<file path="src/rtl/sync_fifo_16_loc.sv">
// sync_fifo_16_loc: single-clock FIFO with 2**ADDR_WIDTH entries (16 by default).
// Storage is a register array addressed by binary pointers that carry one extra
// wrap bit. The full and empty flags come straight from the registered pointers,
// and read data is registered with a one-cycle latency.
// Optional feature: define FIFO_ERR_FLAGS_EN to add the sticky overflow and
// underflow outputs.
module sync_fifo_16_loc #(
    parameter int DATA_WIDTH = 32,
    parameter int ADDR_WIDTH = 4
) (
    input  logic                  clk,
    input  logic                  rst,
    input  logic                  wr_en,
    input  logic [DATA_WIDTH-1:0] wr_data,
    input  logic                  rd_en,
    output logic [DATA_WIDTH-1:0] rd_data,
    output logic                  full,
    output logic                  empty
`ifdef FIFO_ERR_FLAGS_EN
    ,
    output logic                  overflow,
    output logic                  underflow
`endif
);

    localparam int DEPTH = 1 << ADDR_WIDTH;
    localparam logic [ADDR_WIDTH:0] PTR_ONE = {{ADDR_WIDTH{1'b0}}, 1'b1};

    logic [DATA_WIDTH-1:0] mem [DEPTH];
    logic [ADDR_WIDTH:0]   wr_ptr;
    logic [ADDR_WIDTH:0]   rd_ptr;
    logic                  wr_accept;
    logic                  rd_accept;

    // The pointers match exactly when the FIFO is empty. They differ only in the
    // wrap bit when it is full.
    assign empty = (wr_ptr == rd_ptr);
    assign full  = (wr_ptr[ADDR_WIDTH] != rd_ptr[ADDR_WIDTH]) &&
                   (wr_ptr[ADDR_WIDTH-1:0] == rd_ptr[ADDR_WIDTH-1:0]);

    // A write to a full FIFO and a read from an empty FIFO are both ignored.
    assign wr_accept = wr_en && !full;
    assign rd_accept = rd_en && !empty;

    // Storage array: written only when a write is accepted.
    // NOTE: the memory has no reset. The pointers alone decide which entries are
    // valid, so clearing the array would add reset fan-out and gain nothing.
    always_ff @(posedge clk) begin
        if (wr_accept) begin
            mem[wr_ptr[ADDR_WIDTH-1:0]] <= wr_data;
        end
    end

    // Write pointer: advances once per accepted write and wraps modulo 2**(ADDR_WIDTH+1).
    // NOTE: all sequential state uses non-blocking assignments, so every register
    // samples values from before the edge.
    always_ff @(posedge clk or negedge rst) begin
        if (!rst) begin
            wr_ptr <= '0;
        end else if (wr_accept) begin
            wr_ptr <= wr_ptr + PTR_ONE;
        end
    end

    // Read pointer and registered read data. rd_data holds its value when no read is accepted.
    always_ff @(posedge clk or negedge rst) begin
        if (!rst) begin
            rd_ptr  <= '0;
            rd_data <= '0;
        end else if (rd_accept) begin
            rd_ptr  <= rd_ptr + PTR_ONE;
            rd_data <= mem[rd_ptr[ADDR_WIDTH-1:0]];
        end
    end

`ifdef FIFO_ERR_FLAGS_EN
    // Sticky error flags: set by any request the FIFO had to reject, cleared only by reset.
    always_ff @(posedge clk or negedge rst) begin
        if (!rst) begin
            overflow  <= 1'b0;
            underflow <= 1'b0;
        end else begin
            if (wr_en && full) begin
                overflow <= 1'b1;
            end
            if (rd_en && empty) begin
                underflow <= 1'b1;
            end
        end
    end
`endif

endmodule

</file>
<file path="config.mk">
export PLATFORM = sky130hd
export DESIGN_NAME = sync_fifo_16_loc
export DESIGN_NICKNAME = d
export VERILOG_FILES = /design/src/rtl/sync_fifo_16_loc.sv
export SDC_FILE = /design/constraint.sdc
export NUM_CORES = 1
export LEC_CHECK = 0
export CORE_MARGIN = 1
export CORE_UTILIZATION = 45
export CTS_BUF_LIST = sky130_fd_sc_hd__clkbuf_4 sky130_fd_sc_hd__clkbuf_8
export DETAILED_ROUTE_END_ITERATION = 8
export DONT_BUFFER_PORTS = 1
export PLACE_DENSITY = 0.62
export SYNTH_ARGS = -nofsm -noshare
export SYNTH_HDL_FRONTEND = slang
export SYNTH_SLANG_ARGS = --single-unit
</file>
<file path="constraint.sdc">
create_clock -name clk -period 12 [get_ports clk]
set_clock_uncertainty 0.15 [all_clocks]
set_input_delay 1.8 -clock clk [delete_from_list [all_inputs] [get_ports clk]]
set_output_delay 1.8 -clock clk [all_outputs]
set_load 0.1 [all_outputs]
</file>
==> results.json <==
{
  "place.gp.congestion": 0.693,
  "first_pass_iters": 9,
  "grt_start_max_net_pins": 67,
  "dieArea_um2": 48700,
  "via_count_of_the_first_global_routing_pass": 10600,
  "worst_ep_arrival_time_ns": 3.19,
  "ys_top_cells_by_area": "sky130_fd_sc_hd__edfxtp_1 (71%), sky130_fd_sc_hd__mux2i_1 (6.0%), sky130_fd_sc_hd__mux4_2 (5.1%)",
  "power_density_nw_per_um2": 254,
  "synth.top_cell.area_share": 0.714,
  "share_of_the_clock_period_used_by_the_worst_path": 0.429,
  "grt_setup_unrepaired": "no",
  "reg2reg_slack_ns": 8.48,
  "syn_avg_cell_area_um2": 20.9,
  "cts.root.buffer_cell": "sky130_fd_sc_hd__clkbuf_8",
  "synth_enable_flop_cells": 512,
  "cts_setup_buffers": 0,
  "finalNetCount": 1112,
  "numCtsBuffers": 90,
  "setup_ws_ns": 6.86,
  "dpl.hpwl_um": 21400,
  "tritoncts": "yes",
  "synth.ff_latch_count": 554,
  "final_common_cell": "sky130_fd_sc_hd__edfxtp_1",
  "max_freq_mhz": 194,
  "portBuffers": 0,
  "detail-route-antenna-nets": 0,
  "routed-via-count": 9842,
  "preCtsSetupSlack_ns": 7.49,
  "cts_resized": 0,
  "synth.yosys.warnings": 0,
  "cts_max_path_buffers": 3,
  "ys.flop_type": "sky130_fd_sc_hd__edfxtp_1",
  "cts_clk_pin_slew_worst_paths_ns": 0.06,
  "n_fill_cell": 3781,
  "cts-htree-levels": 3,
  "worstSkewPairLatency_ns": 0.65,
  "clock_sink_count": 554,
  "violations_in_the_final_reports": "DRC",
  "final_setup_vio_count": 0,
  "io_pins": 70,
  "synth_cell_types": 28,
  "postLayoutCellArea_um2": 23900,
  "detailed_place.area_um2": 22100,
  "synth.yosys.seq_area_share": 0.763,
  "holdCritPathClass": "flip-flop to flip-flop",
  "tightest_slew_ns": 1.17,
  "setup_tns_ns": 0,
  "synth_area_um2": 21500,
  "static_leak_nw": 8.04,
  "routed_via_density": 5.63,
  "grt_first_pass_wirelength_um": 65800,
  "final-max-slew-violation-count": 0,
  "floorplan.initialDensity": 0.459,
  "drc": 6,
  "grt_antenna_before_repair": 0,
  "routedWlPerCell_um": 24.9,
  "final_core_utilization": 0.510,
  "most-common-layout-cells": "sky130_fd_sc_hd__edfxtp_1 (512), sky130_fd_sc_hd__mux2i_1 (128), sky130_fd_sc_hd__clkbuf_8 (94)",
  "data_required_time_at_the_worst_endpoint_ns": 10.05,
  "grt_use_total": 0.188,
  "synth_fp_nets": 1069,
  "slew_headroom": 0.217,
  "startpoint_type": "flip-flop",
  "cts_hold_buf": 0,
  "status": "finished with violations",
  "floorplan.die.width_um": 221,
  "post_route_wl_um": 43500,
  "grt.overflow.total": 0,
  "layout_min_cycle_time_ns": 5.14,
  "setup.worst_path.end_class": "output port",
  "die_h_um": 221,
  "worst_ir_drop_vdd_uv": 135,
  "rows": 79,
  "area_of_the_core_um2": 46900,
  "yosysTopAreaCell": "sky130_fd_sc_hd__edfxtp_1",
  "synthArstFlopShare": 0.0758,
  "drv.max_cap_violation_count": 0,
  "layout-area-overhead-vs-synth_pct": 10.9,
  "postSynthCellCount": 1028,
  "class_of_the_most_critical_setup_path": "flip-flop to output port",
  "layout-drive-gt1-share": 0.265,
  "iter_0_drt_violations": 714,
  "crit_fanout": 60,
  "antenna_cells_inserted": 0,
  "hold_viol_final": 0
}
==> worst max-delay path, stage by stage (launching register included) <==
cell,delay (ns)
sky130_fd_sc_hd__dfrtp_4,1.07
sky130_fd_sc_hd__xnor2_1,0.21
sky130_fd_sc_hd__nand4_2,0.33
sky130_fd_sc_hd__nor2_2,0.92
==> metal layers <==
metal	up-vias	track usage	part of all wire
li1	4380	-	-
met1	5174	0.247	0.44
met2	224	0.306	0.49
met3	64	0.0412	0.047
met4	0	0.0708	0.022
met5	-	0	0
==> metrics by stage <==
stage               total power, mW  hold slack, ns  cells
finish                         6.06           0.378   1747
detailed placement             4.54           0.371   1586
CTS                            6.14           0.383   1747
global placement               4.52           0.368   1586
floorplan                      4.12           0.352   1028
global route                   6.34           0.393   1747
==> final cells by class <==
| cell class | count | area [µm²] | area share |
|---|---|---|---|
| timing repair buffer | 13 | 97.6 | 0.00409 |
| inverter | 3 | 11.3 | 0.000472 |
| clock buffer | 141 | 1650 | 0.0690 |
| sequential | 554 | 16400 | 0.688 |
| clock inverter | 20 | 115 | 0.00482 |
| tap | 607 | 759 | 0.0318 |
| multi-input combinational | 409 | 4810 | 0.202 |
==> path summary, 6_finish.rpt <==
check	depth (start not counted)	from	to
worst min-delay path	1	rd_ptr[4]	rd_ptr[4]
min in group asynchronous	0	rst	rd_data[4]
worst max-delay path	3	rd_ptr[2]	full
worst min register to register	1	rd_ptr[4]	rd_ptr[4]
worst max register to register	4	rd_ptr[2]	mem[5][10]
max in group asynchronous	0	rst	rd_data[20]
==> cells by family after synthesis <==
logic type	count (synthesis)	share of synthesized area
compound gates	104	0.0402
simple gates	28	0.00790
buf+inv	65	0.0166
mux	258	0.164
flops	554	0.763
fa+ha+maj	5	0.00291
xor+xnor	14	0.00570
==> flip-flops by register name, indices dropped and copies added, names as in the netlist <==
register,cells
rd_ptr,5
rd_data,32
wr_ptr,5
mem,512
==> power breakdown <==
part | switching [mW] | internal [mW] | total, mW
Clock | 0.706 | 0.888 | 1.59
Sequential | 0.575 | 2.37 | 2.94
Combinational | 0.818 | 0.712 | 1.53
Total | 2.10 | 3.97 | 6.06
==> Yosys cell counts, types with 2 or more instances <==
cell and number:
sky130_fd_sc_hd__buf_4 3, sky130_fd_sc_hd__edfxtp_1 512, sky130_fd_sc_hd__xnor2_1 13, sky130_fd_sc_hd__buf_6 11
sky130_fd_sc_hd__buf_2 16, sky130_fd_sc_hd__mux4_1 15, sky130_fd_sc_hd__ha_1 5, sky130_fd_sc_hd__and3_1 14
sky130_fd_sc_hd__a22o_1 32, sky130_fd_sc_hd__nor2b_1 6, sky130_fd_sc_hd__inv_1 3, sky130_fd_sc_hd__and2_1 2
sky130_fd_sc_hd__a22oi_1 32, sky130_fd_sc_hd__buf_1 2, sky130_fd_sc_hd__dfrtp_1 42, sky130_fd_sc_hd__o2111ai_1 2
sky130_fd_sc_hd__mux2_2 66, sky130_fd_sc_hd__nor2_1 4, sky130_fd_sc_hd__mux4_2 49, sky130_fd_sc_hd__clkbuf_1 30
sky130_fd_sc_hd__o211ai_1 4, sky130_fd_sc_hd__a221oi_1 32, sky130_fd_sc_hd__mux2i_1 128
Power figures use the tool's default switching activity.
